### config.mk
export PLATFORM = sky130hd
export DESIGN_NAME = muldiv_unit
export DESIGN_NICKNAME = d
export VERILOG_FILES = /design/src/rtl/muldiv_unit.sv
export SDC_FILE = /design/constraint.sdc
export NUM_CORES = 1
export LEC_CHECK = 0
export BUFFER_PORTS_ARGS = -buffer_cell sky130_fd_sc_hd__buf_2
export CAP_MARGIN = 30
export CORE_ASPECT_RATIO = 0.5
export CORE_MARGIN = 4
export CORE_UTILIZATION = 55
export DETAILED_ROUTE_END_ITERATION = 8
export GPL_TIMING_DRIVEN = 0
export MAX_ROUTING_LAYER = met4
export PLACE_DENSITY = 0.77
export SLEW_MARGIN = 0
export SYNTH_ARGS = -nofsm -noshare
export SYNTH_HDL_FRONTEND = slang
export SYNTH_SLANG_ARGS = --single-unit
### constraint.sdc
create_clock -name clk -period 3.3 [get_ports clk]
set_input_delay 0.165 -clock clk [delete_from_list [all_inputs] [get_ports clk]]
set_output_delay 0.165 -clock clk [all_outputs]
set_load 0.01 [all_outputs]
### src/rtl/muldiv_unit.sv
// Iterative MULT/MULTU/DIV/DIVU unit owning HI/LO; one bit per cycle, WIDTH+2 cycles start-to-result.
// Operands are captured at start; start is ignored while busy, flush cancels silently.
module muldiv_unit #(
   parameter int WIDTH = 32
) (
   input  logic             clk,
   input  logic             rst_n,
   input  logic             start,
   input  logic [1:0]       op,
   input  logic [WIDTH-1:0] a,
   input  logic [WIDTH-1:0] b,
   input  logic             flush,
   input  logic             wr_hi,
   input  logic             wr_lo,
   input  logic [WIDTH-1:0] wdata,
   output logic             busy,
   output logic             done,
   output logic             div_by_zero,
   output logic [WIDTH-1:0] hi,
   output logic [WIDTH-1:0] lo
);

   localparam int CW = $clog2(WIDTH);

   typedef enum logic [1:0] {IDLE, CALC, FIX} state_t;

   state_t             state, state_nxt;
   logic [CW-1:0]      cnt;
   logic               is_div, neg_q, neg_r, b_zero;
   logic [WIDTH-1:0]   mag_b, a_raw;
   logic [2*WIDTH-1:0] acc, acc_nxt;

   logic               accept, last;
   logic               sign_a, sign_b;
   logic [WIDTH-1:0]   mag_a_in, mag_b_in;

   logic [WIDTH:0]     add_sum, div_sh, div_sub;
   logic               div_ge;

   logic [2*WIDTH-1:0] prod;
   logic [WIDTH-1:0]   quo, rem, res_hi, res_lo;

   assign accept   = start && (state == IDLE) && !flush;
   assign last     = (cnt == CW'(WIDTH - 1));
   assign sign_a   = op[0] & a[WIDTH-1];
   assign sign_b   = op[0] & b[WIDTH-1];
   assign mag_a_in = sign_a ? -a : a;
   assign mag_b_in = sign_b ? -b : b;

   always_ff @(posedge clk or negedge rst_n) begin
      if (!rst_n) begin
         state <= IDLE;
      end else begin
         state <= state_nxt;
      end
   end

   always_comb begin
      state_nxt = state;
      case (state)
         IDLE:    if (accept) state_nxt = CALC;
         CALC:    if (last) state_nxt = FIX;
         FIX:     state_nxt = IDLE;
         default: state_nxt = IDLE;
      endcase
      if (flush) state_nxt = IDLE;
   end

   // One iteration: multiply shifts the accumulator right adding the multiplicand on
   // the LSB; divide shifts left and keeps the partial remainder when it is >= divisor.
   always_comb begin
      add_sum = {1'b0, acc[2*WIDTH-1:WIDTH]} + (acc[0] ? {1'b0, mag_b} : '0);
      div_sh  = {acc[2*WIDTH-1:WIDTH], acc[WIDTH-1]};
      div_sub = div_sh - {1'b0, mag_b};
      div_ge  = div_sh[WIDTH] | ~div_sub[WIDTH];
      if (is_div) begin
         if (div_ge) begin
            acc_nxt = {div_sub[WIDTH-1:0], acc[WIDTH-2:0], 1'b1};
         end else begin
            acc_nxt = {div_sh[WIDTH-1:0], acc[WIDTH-2:0], 1'b0};
         end
      end else begin
         acc_nxt = {add_sum, acc[WIDTH-1:1]};
      end
   end

   always_comb begin
      prod = neg_q ? -acc : acc;
      quo  = neg_q ? -acc[WIDTH-1:0] : acc[WIDTH-1:0];
      rem  = neg_r ? -acc[2*WIDTH-1:WIDTH] : acc[2*WIDTH-1:WIDTH];
      if (b_zero) begin
         res_hi = a_raw;
         res_lo = '1;
      end else if (is_div) begin
         res_hi = rem;
         res_lo = quo;
      end else begin
         res_hi = prod[2*WIDTH-1:WIDTH];
         res_lo = prod[WIDTH-1:0];
      end
   end

   always_ff @(posedge clk or negedge rst_n) begin
      if (!rst_n) begin
         cnt         <= '0;
         is_div      <= 1'b0;
         neg_q       <= 1'b0;
         neg_r       <= 1'b0;
         b_zero      <= 1'b0;
         mag_b       <= '0;
         a_raw       <= '0;
         acc         <= '0;
         busy        <= 1'b0;
         done        <= 1'b0;
         div_by_zero <= 1'b0;
         hi          <= '0;
         lo          <= '0;
      end else begin
         busy <= (state_nxt != IDLE);
         done <= 1'b0;
         if (accept) begin
            is_div <= op[1];
            neg_q  <= sign_a ^ sign_b;
            neg_r  <= sign_a;
            b_zero <= op[1] && (b == '0);
            mag_b  <= mag_b_in;
            a_raw  <= a;
            acc    <= {{WIDTH{1'b0}}, mag_a_in};
            cnt    <= '0;
         end else if (state == CALC) begin
            acc <= acc_nxt;
            cnt <= cnt + CW'(1);
         end
         if (state == FIX && !flush) begin
            hi          <= res_hi;
            lo          <= res_lo;
            div_by_zero <= b_zero;
            done        <= 1'b1;
         end
         // MTHI/MTLO only land while idle, so they can never race the FIX commit.
         if (!busy) begin
            if (wr_hi) hi <= wdata;
            if (wr_lo) lo <= wdata;
         end
      end
   end

endmodule

# ---- Yosys cells after proc, flatten, opt, wreduce, memory -nomap -nowiden
# Cells that the tools add are included.
dict set report word_totals {
  output_inout_bits 67
  regBits 206
}
dict set report classes {
  bitwise 5
  eq_ne 3
  n_mux 27
  n_addsub 8
  n_reduce_logical 9
}
# cell count
set op_table {}
lappend op_table {{2-to-1 mux 32 bit} 15}
lappend op_table {{2-to-1 mux 64 bit} 5}
lappend op_table {{negator 32 bit} 4}
lappend op_table {{negator 64 bit} 1}
lappend op_table {{adder 32 x 32 -> 33 bit} 1}
lappend op_table {{subtractor 33 x 32 -> 33 bit} 1}
lappend op_table {{zero test 32 bit} 1}
lappend op_table {{2-to-1 mux 5 bit} 2}
lappend op_table {{2-to-1 mux 2 bit} 3}
lappend op_table {{adder 5 x 1 -> 5 bit (second input constant)} 1}
lappend op_table {{equality test 5 bit (second input constant)} 1}
lappend op_table {{logical AND 1 bit} 4}
lappend op_table {{one-hot mux 2 bit (2 select lines)} 1}
lappend op_table {{nonzero test 2 bit} 2}
lappend op_table {{AND 1 bit} 2}
lappend op_table {{equality test 2 x 1 -> 1 bit (second input constant)} 1}
lappend op_table {{equality test 2 bit (second input constant)} 1}
lappend op_table {{zero test 2 bit} 1}
lappend op_table {{zero test 1 bit} 1}
lappend op_table {{2-to-1 mux 1 bit} 1}
lappend op_table {{inverter 1 bit} 1}
lappend op_table {{bitwise OR 1 bit} 1}
lappend op_table {{XOR 1 bit} 1}

# ---- Longest topological paths before layout
# Gate-level depths: netlist (run 1).
dict set report logic_depth {
  word_depth 7
  ltp_mapped 13
  mapped_depth_nobuf 13
}

# ---- Least setup slack after synthesis (run 1)
# OpenSTA, ideal clock, no wires.
dict set report synth_path {
  kind {reg-to-reg}
  start {register acc[31]}
  end {register acc[36]}
  setup_ns 0.118
  required_ns 3.182
  slack_ns -0.278
  synth_period_minus_slack_ns 3.578
  path_stages_with_launch 14
  arrival_time_ns 3.460
  cell_sequence {dfrtp_1 > inv_1 > ha_1 > fa_1 > nand2b_1 > a21oi_1 > o21ai_0 > o31a_1 > and3_1 > o41ai_1 > clkbuf_1 > mux2i_1 > a21oi_1 > a21o_1}
}
dict set report synth_via {
  elab_chain_cells 7
}
# element line
set synth_rtl {}
lappend synth_rtl {{start: declaration} 31} ;# logic [2*WIDTH-1:0] acc, acc_nxt;
lappend synth_rtl {{start signal: assignment} 128} ;# acc <= {{WIDTH{1'b0}}, mag_a_in};
lappend synth_rtl {{start signal: assignment} 131} ;# acc <= acc_nxt;
lappend synth_rtl {{subtractor 33 x 32 -> 33 bit *} 74} ;# div_sub = div_sh - {1'b0, mag_b};
lappend synth_rtl {{inverter 1 bit} 75} ;# div_ge = div_sh[WIDTH] | ~div_sub[WIDTH];
lappend synth_rtl {{bitwise OR 1 bit} 75}
lappend synth_rtl {{2-to-1 mux 64 bit *} 77} ;# if (div_ge) begin
lappend synth_rtl {{2-to-1 mux 64 bit *} 76} ;# if (is_div) begin
lappend synth_rtl {{2-to-1 mux 64 bit *} 130} ;# end else if (state == CALC) begin
lappend synth_rtl {{2-to-1 mux 64 bit *} 121} ;# if (accept) begin
# Mark *: on every way between the ends. The rest lies on a longest branch, timed or not. The select of a mux whose other input is x is not followed.
# A chain may end at the register's enable or synchronous reset.

# ---- Worst setup path after layout (run 1)
dict set report layout_path {
  start {register acc[21]}
  end {register hi[19]}
}
dict set report layout_via {
  elab_chain_cells 7
}
# element line
set layout_rtl {}
lappend layout_rtl {{negator 64 bit *} 88} ;# prod = neg_q ? -acc : acc;
lappend layout_rtl {{2-to-1 mux 64 bit *} 88}
lappend layout_rtl {{2-to-1 mux 32 bit *} 94} ;# end else if (is_div) begin
lappend layout_rtl {{2-to-1 mux 32 bit *} 91} ;# if (b_zero) begin
lappend layout_rtl {{2-to-1 mux 32 bit *} 134} ;# if (state == FIX && !flush) begin
lappend layout_rtl {{2-to-1 mux 32 bit} 142} ;# if (wr_hi) hi <= wdata;
lappend layout_rtl {{2-to-1 mux 32 bit *} 141} ;# if (!busy) begin
lappend layout_rtl {{end signal: assignment} 135} ;# hi <= res_hi;
lappend layout_rtl {{end signal: assignment} 142}
lappend layout_rtl {{end: declaration} 19} ;# output logic [WIDTH-1:0] hi,
# Mark *: on every way between the ends. The rest lies on a longest branch, timed or not.

==> metrics.cfg, run 1 <==
[final_layout]
fin_cells = 2711
final_cell_mix = nand2_1 (296), o21ai_0 (198), dfrtp_1 (185)
multi_input_area_mm2 = 0.0105
fin_nets = 2489
syn_to_final_growth_pct = 25.0
final_common_cell = nand2_1
ff_latch_area_mm2 = 0.00518
fill_cells = 2324
drive_above_1_share_pct = 16.4
finalInstanceArea_mm2 = 0.0198

[pwr]
p_comb_share_pct = 55.9
p_int_w = 0.00797
p_sw_share_pct = 46.8
power.share.clock_pct = 17.6
irDropWorstVdd_mv = 0.420
power.total_w = 0.0150
p_switching_w = 0.00701
share_seq_of_total_power_pct = 26.5
powerDensity_mw_per_mm2 = 757
p_leak_nw = 8.82

[hold_path]
hp-class = primary input to register
hold_depth = 3
hold_path.startpoint = b[1]
min_to = mag_b[1]$_DFFE_PN0P_

[sta]
finClkSkew_ns = 0.0185
hold_viol = 0
worstMarginPinSlew_ns = 1.02
setup_viol = 12
relSlewSlack_pct = 31.8
setup_ws_ns = -0.157
clock.fmax_mhz = 289
min_period_ns = 3.46
finalCritPeriodShare_pct = 105
rsz0062_at_grt = yes
fin_tns_setup_ns = -0.552
drv_slew = 0
whs_ns = 0.0376

[global_routing]
grt_pass1_vias = 15900
grt_overflow = 0
grt_pass1_wl_um = 93800
grt_max_degree = 108
antenna_found_initial = 2
gr-usage-all-layers_pct = 39.2

[route]
wl_per_cell_um = 22.9
via_count = 17300
drc_errors = 0
vias_per_cell = 6.38
drtIter0Drc = 2079
wl_um = 62200
drtPass1Iterations = 7
ant_nets = 0

[logic_synthesis]
postSynthAreaPerCell_um2 = 7.94
synth_warnings = 0
synth_edf_count = 0
postSynthCellCount = 1994
synthFlopType = dfrtp_1
synthDistinctLibCells = 79
netlist_area_mm2 = 0.0158
synth_nets = 2170
yosysSeqAreaShare_pct = 32.6
ys_seq_elements = 206
synthArstFlopShare_pct = 100

[worst_setup_path]
path_max_fanout = 7
end_kind = register
crit_type = register to register
crit_arrival_ns = 3.84
ff2ff_path_depth = 9
timing.rr.end = hi[19]$_DFF_PN0_
startpoint_type = register
reg2reg_from = acc[21]$_DFFE_PN0P_
ff2ff_setup_slack_ns = -0.16
worstPathRequired_ns = 3.68

[floorplan]
initial_utilization_pct = 56.5
die-area_mm2 = 0.0317
chipWidth_um = 248
core_mm2 = 0.0280
rows = 43
ioPinCount = 171
die_h_um = 128

[place]
dp_hpwl_um = 45600
gp_congestion = 1.01
dp.cells = 2548
portBuffers = 170
place_area_mm2 = 0.0172

[cts]
clock_path_buffers = 3
htreeDepth = 1
cts_root_buf = clkbuf_16
clk_latency_ns = 0.55
clk_pin_slew_ns = 0.07
clock_sinks = 206
tritoncts.num_buffers = 22
tritoncts = built

[status]
run_status = finished with violations
violations = setup timing

[run]
maxCapViolCount = 0

[layout make-up]
cell class | instances | share of cell area [%]
multi-input combinational | 1604 | 53.2
sequential | 206 | 26.2
timing repair buffer | 303 | 10.7
clock buffer | 28 | 3.10
buffer | 111 | 2.57
tap | 382 | 2.42
inverter | 65 | 1.25
clock inverter | 10 | 0.613
antenna | 2 | 0.0253
[critical path: stages, from the launching register on]
cell	delay [ns]
dfrtp_2	0.45
or4_4	0.56
or4_4	0.46
or3_4	0.38
or3_4	0.40
buf_8	0.16
o41ai_4	0.33
xnor2_2	0.17
mux2i_2	0.26
a21oi_1	0.11
[synthesized netlist by cell type, types with 15 or more instances]
| library cell | n | area share, % |
|---|---|---|
| o22ai_1 | 34 | 1.3 |
| nor4_1 | 18 | 0.71 |
| a31oi_1 | 18 | 0.71 |
| o21ai_0 | 211 | 6.7 |
| xor2_1 | 62 | 3.4 |
| inv_1 | 63 | 1.5 |
| ha_1 | 70 | 5.5 |
| mux2i_1 | 63 | 4.0 |
| a22oi_1 | 20 | 0.95 |
| and3_1 | 22 | 0.87 |
| a21oi_1 | 147 | 4.6 |
| nand2_1 | 299 | 7.1 |
| clkbuf_1 | 100 | 2.4 |
| dfrtp_1 | 206 | 33 |
| a21o_1 | 30 | 1.4 |
| o31ai_1 | 28 | 1.3 |
| or3_1 | 31 | 1.2 |
| nor3_1 | 50 | 1.6 |
| nand3_1 | 20 | 0.63 |
| and2_1 | 15 | 0.59 |
| nand2b_1 | 20 | 0.79 |
| nor2_1 | 152 | 3.6 |
| xnor2_1 | 111 | 6.1 |
[metal layers]
metal,up-vias,global-route usage [%],part of all wire [%]
met4,0,16.3,5.0
met2,1116,57.3,43
met3,230,6.90,11
met5,-,-,0
met1,8184,54.1,41
li1,7767,-,-
[power groups by stage]
stage          clock (W)  sequential, W  combinational, W
2_1_floorplan          0        0.00364           0.00517
3_3_place_gp           0        0.00396           0.00708
3_5_place_dp           0        0.00398           0.00715
4_1_cts          0.00262        0.00389           0.00774
5_1_grt          0.00273        0.00400           0.00901
6_report         0.00264        0.00396           0.00837
[cell families after synthesis]
family,count (synthesis),synth area share (%)
and+or+nand+nor,684,19.9
xor gates and xnor gates,173,9.57
buffers and inverters,184,4.43
muxes,65,4.13
adders and majority gates,72,5.79
DFF,206,32.6
AOI/OAI and AO/OA,610,23.6
[through the flow]
stage               utilization, %  setup WS, ns
floorplan                        -        0.0585
global placement              61.3         -1.57
detailed placement            61.4        -0.971
CTS                           69.1        -0.159
global route                  70.6        -0.153
finish                        70.6        -0.157
[flip-flops by register name (all words and copies together) (netlist names)]
name	cells
lo	32
is_div	1
a_raw	32
div_by_zero	1
neg_q	1
neg_r	1
mag_b	32
acc	64
b_zero	1
busy	1
hi	32
done	1
cnt	5
state	2
[worst max-delay path by stage]
stage / startpoint / to / slack [ns] / depth (start not counted)
2_1_floorplan: acc[31]$_DFFE_PN0P_ / acc[36]$_DFFE_PN0P_ / 0.06 / 13
3_3_place_gp: rst_n / acc[16]$_DFFE_PN0P_ / -1.57 / 1
3_5_place_dp: acc[0]$_DFFE_PN0P_ / hi[16]$_DFF_PN0_ / -0.97 / 12
4_1_cts: acc[14]$_DFFE_PN0P_ / hi[19]$_DFF_PN0_ / -0.16 / 10
5_1_grt: acc[21]$_DFFE_PN0P_ / hi[19]$_DFF_PN0_ / -0.15 / 9
6_report: acc[21]$_DFFE_PN0P_ / hi[19]$_DFF_PN0_ / -0.16 / 9
[timing repair]
action | in CTS | in global routing
gates resized for setup | 85 | 81
pin swaps | 26 | 35
setup endpoints to repair | 68 | 55
hold buffers | 94 | 0
hold endpoints to repair | 221 | 0
buffers inserted | 21 | 16
No activity file was read; power rests on OpenSTA's default activity.
==> inputs of run 2 (changes only) <==
MAX_ROUTING_LAYER = not set   (was met4)
==> metrics.cfg, run 2 (synthesis gave the netlist of run 1 again) <==
[status]
run_status = finished with violations  ; unchanged
violations = setup timing  ; unchanged

[final_layout]
syn_to_final_growth_pct = 24.6  ; was 25.0%
final_common_cell = nand2_1  ; unchanged
fin_nets = 2487  ; was 2,489
final_cell_mix = nand2_1 (298), o21ai_0 (202), dfrtp_1 (188)  ; was nand2_1 (296), o21ai_0 (198), dfrtp_1 (185)
largest_reg_flops = 64  ; unchanged
drive_above_1_share_pct = 16.1  ; was 16.4%
fin_cells = 2708  ; was 2,711
top_register = acc  ; unchanged

[sta]
min_period_ns = 3.40  ; was 3.46 ns
worstMarginPinSlew_ns = 0.995  ; was 1.02 ns
setup_viol = 8  ; was 12
relSlewSlack_pct = 33.6  ; was 31.8%
setup_ws_ns = -0.0966  ; was -0.157 ns
hold_viol = 0  ; unchanged
fin_tns_setup_ns = -0.297  ; was -0.552 ns
clock.fmax_mhz = 294  ; was 289 MHz
finalCritPeriodShare_pct = 103  ; was 105%
whs_ns = 0.0236  ; was 0.0376 ns
finClkSkew_ns = 0.0277  ; was 0.0185 ns
drv_slew = 0  ; unchanged
rsz0062_at_grt = yes  ; unchanged

[floorplan]
chipWidth_um = 248  ; unchanged
rows = 43  ; unchanged
die_h_um = 128  ; unchanged
initial_utilization_pct = 56.5  ; unchanged
ioPinCount = 171  ; unchanged
core_mm2 = 0.0280  ; unchanged
die-area_mm2 = 0.0317  ; unchanged

[place]
portBuffers = 170  ; unchanged
dp.cells = 2548  ; unchanged
gp_congestion = 1.02  ; was 1.01
dp_hpwl_um = 44400  ; was 45,600 um

[pwr]
irDropWorstVdd_mv = 0.450  ; was 0.420 mV
powerDensity_mw_per_mm2 = 753  ; was 757 mW/mm2
power.total_w = 0.0148  ; was 0.0150 W
p_leak_nw = 8.79  ; was 8.82 nW

[worst_setup_path]
critPathBufInv = 0  ; was 1
cp_slowest_cell = or4_4  ; unchanged
worstSetupPathDepth = 9  ; unchanged
crit_arrival_ns = 3.85  ; was 3.84 ns
crit_type = register to register  ; unchanged
end_kind = register  ; unchanged
path_max_fanout = 7  ; unchanged
startpoint_type = register  ; unchanged
worstPathRequired_ns = 3.76  ; was 3.68 ns
crit_path_cell_trace = or4_4, or4_4, or3_4, or3_4, nor4_1, a211oi_1, xor2_1, nand2_1, a31oi_1  ; was or4_4, or4_4, or3_4, or3_4, buf_8, o41ai_4, xnor2_2, mux2i_2, a21oi_1
cpLargestDelayFamily = simple AND/OR/NAND/NOR gates  ; unchanged
ff2ff_path_depth = 9  ; unchanged
slowest_delay_ns = 0.57  ; was 0.56 ns

[global_routing]
grt_pass1_vias = 16100  ; was 15,900
met2_usage_pct = 56.6  ; was 57.3%
grt_util_met1_pct = 51.2  ; was 54.1%
grt.busiest_layer = met2  ; unchanged
use_met3_pct = 9.11  ; was 6.90%
grt_max_degree = 119  ; was 108
grt_pass1_wl_um = 92700  ; was 93,800 um
gr-usage-all-layers_pct = 37.4  ; was 39.2%
grt_overflow = 0  ; unchanged
antenna_found_initial = 0  ; was 2

[hold_path]
hp-class = primary input to register  ; unchanged
hold_depth = 3  ; unchanged

[route]
drtIter0Drc = 2057  ; was 2,079
wl_per_cell_um = 22.5  ; was 22.9 um
drc_errors = 0  ; unchanged
vias_per_cell = 6.37  ; was 6.38
ant_nets = 0  ; unchanged
via_count = 17300  ; about the same
wl_um = 60900  ; was 62,200 um
drtPass1Iterations = 6  ; was 7

[cts]
clk_latency_ns = 0.54  ; was 0.55 ns
cts_root_buf = clkbuf_16  ; unchanged
clock_sinks = 206  ; unchanged
htreeDepth = 1  ; unchanged
clk_pin_slew_ns = 0.07  ; about the same
tritoncts = built  ; unchanged
tritoncts.num_buffers = 22  ; unchanged
clock_path_buffers = 3  ; unchanged

[run]
maxCapViolCount = 0  ; unchanged

## run 2: cell count changes in the layout (fill, tap and decap cells not counted), sizes merged
cell	delta
clkdlybuf4s15	+1
bufinv	+1
buf	+1
clkbuf	-3
clkinv	-1
diode	-1
dlygate4sd3	-1
## run 2: per-layer routing
layer	vias to the layer above	share of wire, %
met1	8086	40
met3	246	12
met2	1149	42
li1	7778	-
met5	-	0
met4	0	5.4
## run 2: worst paths after layout
kind	startpoint	to	slack (ns)
setup / recovery	acc[22]$_DFFE_PN0P_	hi[27]$_DFF_PN0_	-0.1
hold / removal	b[31]	mag_b[31]$_DFFE_PN0P_	0.02
setup reg to reg	acc[22]$_DFFE_PN0P_	hi[27]$_DFF_PN0_	-0.1
hold reg to reg	mag_b[30]$_DFFE_PN0P_	mag_b[30]$_DFFE_PN0P_	0.48
max in group asynchronous	rst_n	acc[12]$_DFFE_PN0P_	1.96
min in group asynchronous	rst_n	mag_b[8]$_DFFE_PN0P_	0.25
## run 2: final cells by class
type,instances,area (um2)
Sequential cell,206,5180
Inverter,65,246
Tap cell,382,478
Clock inverter,10,153
Multi-Input combinational cell,1604,10500
Fill cell,2293,8310
Buffer,110,484
Timing Repair Buffer,302,2110
Antenna cell,1,2.50
Clock buffer,28,593
## run 2: worst min-delay path, delay by kind of cell
kind | cells | cell delay (ns)
compound gates | 1 | 0.07
buf+inv | 1 | 0.17
simple gates | 1 | 0.09
## run 2: through the flow
stage	utilization, %	cell area (um2)	setup slack, ns
floorplan	-	15800	0.0585
global placement	61.3	17200	-1.54
detailed placement	61.4	17200	-0.992
CTS	69.0	19300	-0.110
global route	70.3	19700	-0.147
finish	70.4	19700	-0.0966
## run 2: where the power goes
part / internal (W) / switching, W / total [W]
clock network: 0.00152 / 0.00115 / 0.00267
logic: 0.00337 / 0.00485 / 0.00822
registers: 0.00307 / 0.000880 / 0.00395
total: 0.00797 / 0.00688 / 0.0148
## run 2: what timing repair did
action,CTS,global route
pin swaps,20,22
hold buffers,93,0
endpoints found under the setup margin,67,65
buffers inserted,22,15
gates resized for setup,78,82
hold endpoints to repair,211,0
